### src/rtl/riscv_v_pkg.sv
// Shared types and helpers for the vector reduction collector.
// Op encodings, FSM states, element sizes and the per-op identity byte.
package riscv_v_pkg;

    localparam int RISCV_V_NUM_BYTES_DATA = 16;

    typedef enum logic [1:0] {
        RED_OR  = 2'd0,
        RED_AND = 2'd1,
        RED_XOR = 2'd2
    } red_op_e;

    typedef enum logic [1:0] {
        IDLE   = 2'd0,
        ACCUM  = 2'd1,
        REDUCE = 2'd2,
        HOLD   = 2'd3
    } red_state_e;

    typedef enum logic [1:0] {
        OSZ_8  = 2'd0,
        OSZ_16 = 2'd1,
        OSZ_32 = 2'd2,
        OSZ_64 = 2'd3
    } red_osize_e;

    function automatic logic [7:0] red_identity(input red_op_e op);
        return (op == RED_AND) ? 8'hFF : 8'h00;
    endfunction

    // The reserved encoding behaves as OR; the caller flags it separately.
    function automatic red_op_e red_op_decode(input logic [1:0] raw);
        case (raw)
            2'd1:    return RED_AND;
            2'd2:    return RED_XOR;
            default: return RED_OR;
        endcase
    endfunction

endpackage

### src/rtl/riscv_v_red_fold.sv
// Bytewise OR/AND/XOR of two byte vectors; masked-off bytes of b are
// replaced by the identity so they leave the corresponding byte of a intact.
module riscv_v_red_fold
    import riscv_v_pkg::*;
#(
    parameter int NUM_BYTES = RISCV_V_NUM_BYTES_DATA
) (
    input  red_op_e                    op,
    input  logic [NUM_BYTES*8-1:0]     a,
    input  logic [NUM_BYTES*8-1:0]     b,
    input  logic [NUM_BYTES-1:0]       mask,
    output logic [NUM_BYTES*8-1:0]     y
);

    logic [7:0] ident;
    assign ident = red_identity(op);

    generate
        for (genvar gi = 0; gi < NUM_BYTES; gi++) begin : g_byte
            logic [7:0] a_b;
            logic [7:0] b_b;
            assign a_b = a[gi*8 +: 8];
            assign b_b = mask[gi] ? b[gi*8 +: 8] : ident;
            assign y[gi*8 +: 8] = (op == RED_AND) ? (a_b & b_b) :
                                  (op == RED_XOR) ? (a_b ^ b_b) :
                                                    (a_b | b_b);
        end
    endgenerate

endmodule

### src/rtl/riscv_v_red_accum.sv
// Collects vredor/vredand/vredxor ALU beats into a byte accumulator, halves it
// down to the element size, merges the vs1[0] seed and hands off one scalar.
module riscv_v_red_accum
    import riscv_v_pkg::*;
#(
    parameter int NUM_BYTES = RISCV_V_NUM_BYTES_DATA,
    parameter int MAX_BEATS = 8
) (
    input  logic                         clk,
    input  logic                         rst_n,
    input  logic                         flush,
    input  logic [1:0]                   op,
    input  logic [1:0]                   osize,
    input  logic [63:0]                  seed,
    input  logic                         in_valid,
    output logic                         in_ready,
    input  logic                         in_first,
    input  logic                         in_last,
    input  logic [NUM_BYTES*8-1:0]       in_data,
    input  logic [NUM_BYTES-1:0]         in_bmask,
    output logic                         out_valid,
    input  logic                         out_ready,
    output logic [63:0]                  out_data,
    output logic [$clog2(MAX_BEATS):0]   out_beats,
    output logic                         err
);

    localparam int DW = NUM_BYTES * 8;
    localparam int BW = $clog2(MAX_BEATS) + 1;
    localparam int HW = $clog2(NUM_BYTES) + 1;

    red_state_e        state_reg, state_next;
    logic [DW-1:0]     acc_reg, acc_next;
    red_op_e           op_reg, op_next;
    red_osize_e        osize_reg, osize_next;
    logic [63:0]       seed_reg, seed_next;
    logic [BW-1:0]     beats_reg, beats_next;
    logic [HW-1:0]     half_reg, half_next;
    logic              rdy_reg, rdy_next;
    logic              vld_reg, vld_next;
    logic              err_reg, err_next;
    logic [63:0]       out_data_reg, out_data_next;
    logic [BW-1:0]     out_beats_reg, out_beats_next;

    red_op_e           in_op, beat_op;
    logic [DW-1:0]     beat_a, beat_y, acc_hi, half_y;
    logic [HW-1:0]     elem_bytes;
    logic [63:0]       wmask, elem, seeded;
    logic              hs, take;

    assign in_op   = red_op_decode(op);
    // A first beat folds against the identity, which simply loads the masked beat.
    assign beat_op = in_first ? in_op : op_reg;
    assign beat_a  = in_first ? {NUM_BYTES{red_identity(in_op)}} : acc_reg;

    riscv_v_red_fold #(.NUM_BYTES(NUM_BYTES)) u_beat_fold (
        .op   (beat_op),
        .a    (beat_a),
        .b    (in_data),
        .mask (in_bmask),
        .y    (beat_y)
    );

    // Bytes above the active width go stale during halving but are never read.
    assign acc_hi = acc_reg >> {half_reg, 3'b000};

    riscv_v_red_fold #(.NUM_BYTES(NUM_BYTES)) u_half_fold (
        .op   (op_reg),
        .a    (acc_reg),
        .b    (acc_hi),
        .mask ({NUM_BYTES{1'b1}}),
        .y    (half_y)
    );

    assign elem_bytes = HW'(1) << osize_reg;

    always_comb begin
        case (osize_reg)
            OSZ_8:   wmask = 64'h0000_0000_0000_00FF;
            OSZ_16:  wmask = 64'h0000_0000_0000_FFFF;
            OSZ_32:  wmask = 64'h0000_0000_FFFF_FFFF;
            default: wmask = 64'hFFFF_FFFF_FFFF_FFFF;
        endcase
    end

    assign elem = half_y[63:0] & wmask;

    always_comb begin
        case (op_reg)
            RED_AND: seeded = elem & seed_reg;
            RED_XOR: seeded = elem ^ seed_reg;
            default: seeded = elem | seed_reg;
        endcase
    end

    assign hs   = in_valid & rdy_reg;
    assign take = in_first | (state_reg == ACCUM);

    always_comb begin
        state_next     = state_reg;
        acc_next       = acc_reg;
        op_next        = op_reg;
        osize_next     = osize_reg;
        seed_next      = seed_reg;
        beats_next     = beats_reg;
        half_next      = half_reg;
        rdy_next       = rdy_reg;
        vld_next       = vld_reg;
        err_next       = err_reg;
        out_data_next  = out_data_reg;
        out_beats_next = out_beats_reg;

        if (flush) begin
            state_next = IDLE;
            acc_next   = '0;
            beats_next = '0;
            rdy_next   = 1'b1;
            vld_next   = 1'b0;
        end else begin
            case (state_reg)
                IDLE, ACCUM: begin
                    rdy_next = 1'b1;
                    if (hs) begin
                        if (in_first) begin
                            acc_next   = beat_y;
                            op_next    = in_op;
                            osize_next = red_osize_e'(osize);
                            seed_next  = seed;
                            beats_next = BW'(1);
                            if (op == 2'd3 || state_reg == ACCUM) err_next = 1'b1;
                        end else if (state_reg == IDLE) begin
                            err_next = 1'b1;
                        end else begin
                            acc_next = beat_y;
                            if (beats_reg == BW'(MAX_BEATS)) begin
                                if (!in_last) err_next = 1'b1;
                            end else begin
                                beats_next = beats_reg + BW'(1);
                            end
                        end
                        if (take) begin
                            half_next = HW'(NUM_BYTES / 2);
                            if (in_last) begin
                                state_next = REDUCE;
                                rdy_next   = 1'b0;
                            end else begin
                                state_next = ACCUM;
                            end
                        end
                    end
                end
                REDUCE: begin
                    acc_next  = half_y;
                    half_next = half_reg >> 1;
                    if (half_reg == elem_bytes) begin
                        out_data_next  = seeded & wmask;
                        out_beats_next = beats_reg;
                        vld_next       = 1'b1;
                        state_next     = HOLD;
                    end
                end
                HOLD: begin
                    if (out_ready) begin
                        vld_next   = 1'b0;
                        rdy_next   = 1'b1;
                        state_next = IDLE;
                    end
                end
                default: state_next = IDLE;
            endcase
        end
    end

    always_ff @(posedge clk or negedge rst_n) begin
        if (!rst_n) begin
            state_reg     <= IDLE;
            acc_reg       <= '0;
            op_reg        <= RED_OR;
            osize_reg     <= OSZ_8;
            seed_reg      <= '0;
            beats_reg     <= '0;
            half_reg      <= '0;
            rdy_reg       <= 1'b0;
            vld_reg       <= 1'b0;
            err_reg       <= 1'b0;
            out_data_reg  <= '0;
            out_beats_reg <= '0;
        end else begin
            state_reg     <= state_next;
            acc_reg       <= acc_next;
            op_reg        <= op_next;
            osize_reg     <= osize_next;
            seed_reg      <= seed_next;
            beats_reg     <= beats_next;
            half_reg      <= half_next;
            rdy_reg       <= rdy_next;
            vld_reg       <= vld_next;
            err_reg       <= err_next;
            out_data_reg  <= out_data_next;
            out_beats_reg <= out_beats_next;
        end
    end

    // flush masks both handshakes in the cycle it is asserted.
    assign in_ready  = rdy_reg & ~flush;
    assign out_valid = vld_reg & ~flush;
    assign out_data  = out_data_reg;
    assign out_beats = out_beats_reg;
    assign err       = err_reg;

endmodule

### config.mk
export PLATFORM = sky130hd
export DESIGN_NAME = riscv_v_red_accum
export DESIGN_NICKNAME = d
export VERILOG_FILES = /design/src/rtl/riscv_v_pkg.sv /design/src/rtl/riscv_v_red_fold.sv /design/src/rtl/riscv_v_red_accum.sv
export SDC_FILE = /design/constraint.sdc
export NUM_CORES = 1
export LEC_CHECK = 0
export ABC_AREA = 1
export BUFFER_PORTS_ARGS = -buffer_cell sky130_fd_sc_hd__buf_2
export CORE_MARGIN = 2
export CORE_UTILIZATION = 35
export CTS_BUF_LIST = sky130_fd_sc_hd__clkbuf_4 sky130_fd_sc_hd__clkbuf_8
export DETAILED_ROUTE_END_ITERATION = 8
export HOLD_SLACK_MARGIN = 0.08
export PLACE_DENSITY_LB_ADDON = 0.12
export SYNTH_ARGS = -nofsm -noshare
export SYNTH_HDL_FRONTEND = slang
export SYNTH_SLANG_ARGS = --single-unit
### constraint.sdc
create_clock -name clk -period 2.38 [get_ports clk]
set_input_delay 0.357 -clock clk [delete_from_list [all_inputs] [get_ports clk]]
set_output_delay 0.357 -clock clk [all_outputs]
set_load 0.02 [all_outputs]
### After elaboration in Yosys (flattened, before gate mapping)

Cells that the tools add are included.

| word-level totals | value |
|---|---|
| flip-flop bits (word level) | 278 |
| bits of input ports | 219 |
| output and inout bits | 71 |
| logic and storage cells | 291 |

| operators by class | value |
|---|---|
| add/subtract/negate cells | 1 |
| equal/unequal tests | 26 |
| shift operators | 2 |
| muxes and demuxes | 123 |
| bitwise logic cells | 106 |
| reduce and logical (&&, ||, !) cells | 21 |

Operators with widths:

| cell | count |
|---|---|
| $mux W8 | 82 |
| $mux W128 | 5 |
| $and A8 B8 Y8 | 32 |
| $or A8 B8 Y8 | 32 |
| $pmux W128 S2 | 1 |
| $xor A8 B8 Y8 | 32 |
| $and A64 B64 Y64 | 3 |
| $pmux W64 S3 | 1 |
| $pmux W64 S2 | 1 |
| $shr A128 B8 Y128 | 1 |
| $or A64 B64 Y64 | 1 |
| $xor A64 B64 Y64 | 1 |
| $mux W4 | 6 |
| $ne A3 B3 Y1 const B | 6 |
| $reduce_and A4 Y1 | 4 |
| $eq A2 B2 Y1 const B | 7 |
| $mux W2 | 7 |
| $mux W1 | 13 |
| $eq A2 B1 Y1 const B | 6 |
| $reduce_and A3 Y1 | 4 |
| $reduce_bool A3 Y1 | 4 |
| $mux W5 | 2 |
| $pmux W5 S2 | 1 |
| $pmux W2 S3 | 1 |
| 19 further kinds | 26 |

### Longest topological paths before layout

Gate-level depths: netlist of the first run.

| logic depth | value |
|---|---|
| word-level depth | 14 |
| depth in mapped cells | 24 |
| mapped depth without buffers | 21 |

### By module

A second synthesis of the first run with hierarchy kept.

| unflattened totals | value |
|---|---|
| cell total of the unflattened synthesis | 6899 |
| area, all modules | 41004.3 µm² |

By module, submodules not included:

| module | instances | cells each | area each (µm²) | seq. area each (µm²) |
|---|---|---|---|---|
| riscv_v_red_accum | 1 | 3551 | 22158.8 | 6931.6 |
| riscv_v_red_fold | 2 | 1674 | 9422.8 | 0.0 |

### Worst setup path before layout of the first run

No wires, ideal clock.

| path | value |
|---|---|
| path kind | reg-to-reg |
| from | register half_reg[0] |
| to | register out_data_reg[37], in the netlist out_data[37] |
| library setup time | 131 ps |
| data arrival time | 2497 ps |
| required time | 2249 ps |
| slack | -248 ps |
| stages on the path, launching flop included | 23 |
| buffers on the path | 3 |
| clock period less this slack | 2628 ps |
| cell sequence | dfrtp_1 -> buf_2 -> buf_4 -> buf_4 -> o21ai_0 -> inv_1 -> nand2_1 -> nand2_1 -> nor2_1 -> nand2_1 -> nand2_1 -> inv_1 -> ha_1 -> inv_1 -> nand2_1 -> nand3_1 -> o21ai_0 -> nand2_1 -> ha_1 -> nand2_1 -> nand3_1 -> nand2_1 -> o21ai_0 |

| on the way | value |
|---|---|
| cells in the longest elaborated chain, start to end | 8 |
| elaborated cells between the ends (all ways) | 14 |
| classes of those cells | 1 x eq/ne; 1 x shift; 3 x mux; 8 x bitwise; 1 x reduce/logical |

RTL lines:

| item | RTL line | text |
|---|---|---|
| start, declared | riscv_v_red_accum.sv:38 | `logic [HW-1:0] half_reg, half_next;` |
| start signal, assigned | riscv_v_red_accum.sv:195 | `half_reg <= half_next;` |
| $shr A128 B8 Y128 | riscv_v_red_accum.sv:65 | `assign acc_hi = acc_reg >> {half_reg, 3'b000};` |
| $or A8 B8 Y8 / $xor A8 B8 Y8 (equally long branches) | riscv_v_red_fold.sv:26, riscv_v_red_fold.sv:25 |  |
| $mux W8 | riscv_v_red_fold.sv:25 | `(op == RED_XOR) ? (a_b ^ b_b) :` |
| $mux W8 | riscv_v_red_fold.sv:24 | `assign y[gi*8 +: 8] = (op == RED_AND) ? (a_b & b_b) :` |
| $and A64 B64 Y64 | riscv_v_red_accum.sv:86 | `assign elem = half_y[63:0] & wmask;` |
| $or A64 B64 Y64 (tied with other cells) | riscv_v_red_accum.sv:92 | `default: seeded = elem \| seed_reg;` |
| $pmux W64 S2 | riscv_v_red_accum.sv:89 | `case (op_reg)` |
| $and A64 B64 Y64 | riscv_v_red_accum.sv:156 | `out_data_next = seeded & wmask;` |
| end signal, assigned | riscv_v_red_accum.sv:199 | `out_data_reg <= out_data_next;` |
| end, declared | riscv_v_red_accum.sv:42 | `logic [63:0] out_data_reg, out_data_next;` |

Parallel ways exist; a longest one is shown, timed or not.
A chain may end at the register's enable or synchronous reset.

### Final worst setup path of the first run

| path | value |
|---|---|
| from | register half_reg[0] |
| to | register out_data_reg[41], in the netlist out_data[41] |

Same word-level chain as after synthesis.

==> metrics.csv, run 1 <==
stage;metric;value;unit
grt;track_usage;28.7;%
sta;rsz0062_at_grt;true;
synth;ys_ff_latch;277;
synth;seq_area_frac_synth;17.5;%
power_and_ir_drop;ir_worst_vdd;0.508;mV
critical_path;rrSetupSlack;-830;ps
clock_network;cts_tree;done;
route;postRouteAntennaNets;0;
synth;synth_simple_gate_area_share;35.0;%
clock_network;clk_pin_slew;60;ps
grt;grt_pass1_wl;259000;um
synth;yosys_warnings;0;
final_layout;largest_reg_flops;128;
final_layout;final_layout_size_suffix_gt1_share;23.4;%
sta;max_freq;0.311;GHz
power_and_ir_drop;leakage;29.8;nW
floorplan;start_util;35.3;%
route;drt_iter0_drc;2923;
clock_network;clock_sinks;277;
route;drt_wl_total;169000;um
sta;report.final.hold_viol_count;0;
floorplan;rows;123;
placed_design;post-dp-hpwl;130000;um
route;via_count;44000;
sta;slew-limit-headroom;55.0;%
power_and_ir_drop;p_per_area;817;nW/um^2
final_layout;layout_commonest_cell;nand2_1;
critical_path;crit_cells;24;
clock_network;clock_path_buffers;3;
route;vias_per_cell;4.88;
clock_network;cts-root-buf;clkbuf_8;
synth;synth-xor-area-share;0.0221;%
placed_design;postPlaceCellArea;48600;sq um
synth;postSynthAreaPerCell;6.01;sq um
sta;period_needed;3210;ps
critical_path;reg2reg_depth;24;
run_status;status;finished, violations left;
synth;synth_nets;7454;
floorplan;die_area;116000;sq um
clock_network;cts_buffers;61;
critical_path;cp_common_cell;nand2_1;
route;drt_pass1_iterations;5;
synth;synth_mux_area_share;0;%
clock_network;h-tree-depth;2;
grt;grt_pass1_vias;42000;
placed_design;io_buffers;289;
route;drc;0;
final_layout;nNetsFinal;8350;
synth;syn_inst;6591;
critical_path;crit_slowest_cell;dfrtp_4;
sta;hold_slack;170;ps
critical_path;path_buf_inv;7;
route;wl_per_cell;18.7;um
final_layout;syn_to_final_growth;31.1;%
final_layout;finalInstanceArea;52000;sq um
sta;setup_viol;179;
grt;antenna_found_initial;4;
run;drv_cap;0;
critical_path;crit_family;simple AND/OR/NAND/NOR gates;
critical_path;max_stage_delay;550;ps
sta;skew;62.4;ps
sta;post-route-period-util;135;%
critical_path;crit_fanout;14;
synth;synth_fa_ha_area_share;20.3;%
floorplan;core;112000;sq um
run_status;violations;negative setup slack;
critical_path;path_class;reg -> reg;
critical_path;worst_setup_path_end_kind;flop;
clock_network;clk_latency;770;ps
floorplan;ios;290;
sta;drv_slew;0;
synth;synth_compound_area_share;11.2;%
synth;synth_area;39600;sq um
critical_path;crit_chain;buf_4, buf_16, nand2_1, o21ai_1, buf_4, nand2_1, nand2_1, nand2_2, nand3_1, nand2_2, buf_12, inv_1, ha_1, inv_1, nand2_1, nand3_1, o21ai_1, buf_4, nand2_2, ha_1, nand2_1, nand3_1, nand2_1, o21ai_1;
sta;setup_slack;-830;ps
grt;grt.overflow.total;0;
worst_hold_path;holdCritPathClass;in -> async;
critical_path;required;3020;ps
critical_path;worstPathArrival;3850;ps
synth;synth_top_family_by_area;simple AND/OR/NAND/NOR gates;
sta;worst_slew_pin_slew;676;ps
floorplan;die_w;340;um
critical_path;worstReg2RegStart;half_reg[0];
synth;synthDistinctLibCells;33;
grt;grt_max_degree;129;
placed_design;place_congestion;1.02;
critical_path;r2r-end;out_data[41];
final_layout;layout_common_cells;nand2_1 (2091), inv_1 (1021), buf_4 (779);
floorplan;die_h;340;um
critical_path;cp-start-kind;flop;
-- cell families after synthesis --
family / count (synthesis)
AND/OR/NAND/NOR: 3248
adder cells (fa/ha/maj): 644
XOR/XNOR: 1
buffers and inverters: 1587
AO/OA/AOI/OAI: 834
flip-flops: 277
-- report_power, final --
| group | switching [W] | internal, W |
|---|---|---|
| sequential | 0.00101 | 0.00592 |
| combinational | 0.0184 | 0.0116 |
| clock | 0.00265 | 0.00295 |
| total | 0.0220 | 0.0204 |
-- layout make-up --
type	instances	area [sq um]
Clock inverter	14	96.3
Fill cell	12100	60400
Sequential cell	277	6940
Timing Repair Buffer	1235	9840
Antenna cell	4	10.0
Tap cell	1500	1880
Multi-Input combinational cell	4727	27600
Inverter	1185	4470
Clock buffer	87	1100
-- timing repair --
| item | in CTS | in global routing |
|---|---|---|
| hold buffers | 72 | 0 |
| hold endpoints to repair | 346 | 0 |
| setup buffers | 7 | 1 |
| resized for setup | 279 | 172 |
| pin swaps | 25 | 17 |
| endpoints found under the setup margin | 187 | 192 |
| gates cloned | 3 | 0 |
-- worst max-delay path by stage --
stage | from | endpoint | slack [ps]
2_1_floorplan | half_reg[0] | out_data[43] | -140
3_3_place_gp | half_reg[0] | out_data[38] | -1080
3_5_place_dp | half_reg[0] | out_data[38] | -1100
4_1_cts | half_reg[0] | out_data[48] | -860
5_1_grt | half_reg[0] | out_data[41] | -1040
6_report | half_reg[0] | out_data[41] | -830
-- synth_stat cells, drive strengths merged --
cell | count | share of area (%)
nand4 | 3 | 0.085
dfrtp | 277 | 17
buf | 256 | 3.4
ha | 644 | 20
o21ai | 463 | 5.9
and2 | 1 | 0.016
or2 | 2 | 0.032
o31ai | 1 | 0.019
a21oi | 272 | 3.4
nor3 | 1 | 0.041
inv | 1117 | 11
o22ai | 4 | 0.063
clkinv | 68 | 0.64
nand3 | 659 | 8.3
o211ai | 93 | 1.8
a22oi | 1 | 0.019
nand2 | 2217 | 21
xor2 | 1 | 0.022
nor2 | 365 | 5.4
clkbuf | 146 | 1.4
-- through the flow --
stage	setup TNS [ps]	instances	setup slack, ps	utilization (%)	power [W]
3_5_place_dp	-103550	8841	-1100	43.3	0.0351
2_1_floorplan	-5820	6591	-137	-	0.0215
5_1_grt	-106950	9028	-1040	46.3	0.0461
6_report	-73820	9029	-830	46.3	0.0425
3_3_place_gp	-99720	8841	-1080	43.3	0.0349
4_1_cts	-78010	9024	-859	45.8	0.0419
-- layer usage --
layer | part of all wire, % | track usage, % | wire length, um | up-vias
met1 | 47 | 39.2 | 78800 | 20700
met2 | 47 | 48.3 | 79200 | 1037
met4 | 2.5 | 7.30 | 4270 | 2
li1 | - | - | - | 22100
met3 | 4.1 | 2.68 | 7000 | 198
met5 | 0.0095 | 0 | 16 | -
Note: power is estimated with default switching activity, not from simulation.
==> run 2: changes to the inputs <==
--- a/config.mk
+++ b/config.mk
@@ -8,7 +8,7 @@
 export ABC_AREA = 1
 export BUFFER_PORTS_ARGS = -buffer_cell sky130_fd_sc_hd__buf_2
 export CORE_MARGIN = 2
-export CORE_UTILIZATION = 35
+export CORE_UTILIZATION = 23
 export CTS_BUF_LIST = sky130_fd_sc_hd__clkbuf_4 sky130_fd_sc_hd__clkbuf_8
 export DETAILED_ROUTE_END_ITERATION = 8
 export HOLD_SLACK_MARGIN = 0.08
==> constraint.sdc (replaced) <==
create_clock -name clk -period 2.95 [get_ports clk]
set_input_delay 0.4425 -clock clk [delete_from_list [all_inputs] [get_ports clk]]
set_output_delay 0.4425 -clock clk [all_outputs]
set_load 0.02 [all_outputs]
==> metrics.csv, run 2 (synthesized netlist as in run 1, its figures left out) <==
stage;metric;value;unit;change
run_status;status;finished, violations left;;
run_status;violations;negative setup slack;;
floorplan;rows;152;;+24%
floorplan;die_h;419;um;+23%
power_and_ir_drop;pwr-share-seq;15.5;%;-0.8 points
critical_path;crit_family;simple AND/OR/NAND/NOR gates;;
sta;worst_slew_pin_slew;915;ps;+240 ps
grt;grt_max_degree;129;;unchanged
final_layout;layout_commonest_cell;nand2_1;;
grt;grt.overflow.total;0;;unchanged
worst_hold_path;min_from;out_ready;;
floorplan;start_util;23.1;%;-12 points
sta;drv_slew;0;;unchanged
clock_network;h-tree-depth;3;;+1
clock_network;cts-root-buf;clkbuf_8;;
critical_path;crit_fanout;8;;-6
floorplan;die_area;176000;sq um;+51%
final_layout;multi_input_area;28800;sq um;+4.3%
power_and_ir_drop;swShare;52.1;%;+0.25 points
critical_path;path_buf_inv;5;;-2
final_layout;regArea;6940;sq um;unchanged
floorplan;die_w;419;um;+23%
critical_path;reg2reg_depth;22;;-8.3%
critical_path;r2r-end;out_data[60];;
critical_path;worstReg2RegStart;half_reg[0];;
grt;grt_pass1_wl;285000;um;+10%
worst_hold_path;holdCritPathClass;in -> reg;;
run;drv_cap;0;;unchanged
sta;setup_slack;-275;ps;+555 ps
route;drt_pass1_iterations;5;;unchanged
clock_network;cts_buffers;69;;+13%
placed_design;place_inst;9524;;+7.7%
sta;report.final.hold_viol_count;0;;unchanged
clock_network;clk_pin_slew;60;ps;about the same
critical_path;crit_chain;buf_12, bufbuf_16, nand2_2, o21ai_4, nand2_1, nand3_1, o21ai_1, nand2_1, nand2_2, inv_1, ha_1, inv_1, nand2_1, nand3_1, o21ai_1, buf_4, nand2_4, ha_4, nand2_1, nand3_2, nand2_2, o21ai_2;;
power_and_ir_drop;clkPwrFrac;15.3;%;+2.1 points
clock_network;clk_latency;780;ps;about the same
critical_path;worst_setup_path_end_kind;flop;;
critical_path;cp_common_cell;nand2_1;;
sta;setup_viol;67;;-63%
floorplan;ios;290;;unchanged
sta;hold_slack;147;ps;-22.8 ps
final_layout;layout_common_cells;nand2_1 (2005), inv_1 (1013), buf_4 (673);;
route;via_count;43500;;-1.1%
critical_path;required;3630;ps;+610 ps
route;wl_per_cell;19.8;um;+5.8%
critical_path;path_class;reg -> reg;;
power_and_ir_drop;p_comb_share;69.2;%;-1.3 points
power_and_ir_drop;p_int;0.0175;W;-14%
final_layout;final_layout_size_suffix_gt1_share;25.3;%;+1.9 points
sta;post-route-period-util;109;%;-26 points
clock_network;clock_path_buffers;3;;unchanged
floorplan;core;171000;sq um;+53%
sta;period_needed;3230;ps;+15.0 ps
clock_network;cts_tree;done;;
grt;antenna_found_initial;3;;-1
critical_path;rrSetupSlack;-280;ps;+550 ps
final_layout;largest_reg_flops;128;;unchanged
placed_design;post-dp-hpwl;142000;um;+9.5%
placed_design;postPlaceCellArea;48600;sq um;-0.15%
final_layout;syn_to_final_growth;35.9;%;
critical_path;max_stage_delay;520;ps;-30 ps
power_and_ir_drop;p_sw;0.0191;W;-13%
sta;rsz0062_at_grt;true;;
final_layout;finalInstanceArea;53800;sq um;+3.6%
route;postRouteAntennaNets;0;;unchanged
route;drt_iter0_drc;2680;;-8.3%
final_layout;fillerInstances;19100;;+58%
critical_path;crit_slowest_cell;dfrtp_4;;
critical_path;cp-start-kind;flop;;
power_and_ir_drop;leakage;29.7;nW;about the same
critical_path;worstPathArrival;3900;ps;+50 ps
sta;max_freq;0.310;GHz;-0.47%
sta;skew;49.3;ps;-13.1 ps
placed_design;place_congestion;0.935;;-8.6%
grt;grt_pass1_vias;42000;;+0.12%
placed_design;io_buffers;289;;unchanged
final_layout;final_cells;9754;;+8.0%
clock_network;clock_sinks;277;;unchanged
power_and_ir_drop;p_per_area;681;nW/um^2;-17%
route;drc;0;;unchanged
route;vias_per_cell;4.46;;-8.4%
worst_hold_path;hold_end;rdy_reg;;
grt;track_usage;21.6;%;-7.0 points
sta;slew-limit-headroom;39.0;%;-16 points
final_layout;nNetsFinal;8256;;-1.1%
power_and_ir_drop;ir_worst_vdd;0.554;mV;+9.0%
worst_hold_path;min_path_cells;4;;
route;drt_wl_total;193000;um;+14%
-- run 2: cell types whose count changed in the layout (fill, tap and decap cells not counted), sizes merged, moves of 4 or more --
cell and delta:
clkinv -9, buf -104, bufinv +5, clkinvlp +4, bufbuf +4, clkbuf +15
-- run 2: power by group through the flow --
| stage | clock network (W) | logic [W] | registers [W] |
|---|---|---|---|
| final | 0.00561 | 0.0253 | 0.00569 |
| after global routing | 0.00597 | 0.0280 | 0.00583 |
| after CTS | 0.00583 | 0.0246 | 0.00571 |
| after detailed placement | 0 | 0.0229 | 0.00573 |
| after floorplan | 0 | 0.0115 | 0.00574 |
| after global placement | 0 | 0.0228 | 0.00574 |
-- run 2: how the worst max path moves through the flow --
stage          cells past startpoint  slack (ps)         from            to
2_1_floorplan                     22         320  half_reg[0]  out_data[37]
5_1_grt                           23        -420  half_reg[0]  out_data[15]
4_1_cts                           21        -250  half_reg[0]  out_data[13]
6_report                          22        -280  half_reg[0]  out_data[60]
3_3_place_gp                      18        -910  half_reg[0]  out_data[20]
3_5_place_dp                      19        -860  half_reg[0]  out_data[21]
-- run 2: what timing repair did --
action	CTS	global route
buffers inserted	25	7
resized for setup	554	277
cloned	11	1
hold buffers	69	0
pin swaps	124	89
endpoints found under the hold margin	116	0
setup endpoints to repair	109	110
-- run 2: layout make-up --
cell class / instances / area share [%]
clock buffer: 101 / 2.36
tap: 2310 / 5.37
inverter: 1185 / 8.32
multi-input combinational: 4727 / 53.5
sequential: 277 / 12.9
clock inverter: 17 / 0.455
timing repair buffer: 1133 / 17.1
antenna: 4 / 0.0186
-- run 2: per-layer routing --
| metal | wire (um) | part of all wire [%] | vias up | track usage, % |
|---|---|---|---|---|
| met5 | 13 | 0.0067 | - | 0 |
| met4 | 4470 | 2.3 | 2 | 5.04 |
| met3 | 7020 | 3.6 | 177 | 2.21 |
| met2 | 90600 | 47 | 894 | 36.5 |
| met1 | 91300 | 47 | 20600 | 29.5 |
| li1 | - | - | 21900 | - |
-- run 2: tightest hold or removal path, cell delays in order --
cell,delay [ps]
buf_2,90
nor2_1,60
nor2_1,140
o21ai_0,100
-- run 2: per-stage QoR --
step	power (W)	setup TNS, ps	setup WS, ps	util, %
floorplan	0.0173	0	322	-
global placement	0.0285	-41380	-910	28.3
detailed placement	0.0287	-42560	-864	28.3
CTS	0.0361	-12710	-249	30.8
global route	0.0398	-23380	-418	31.4
finish	0.0367	-12010	-275	31.4
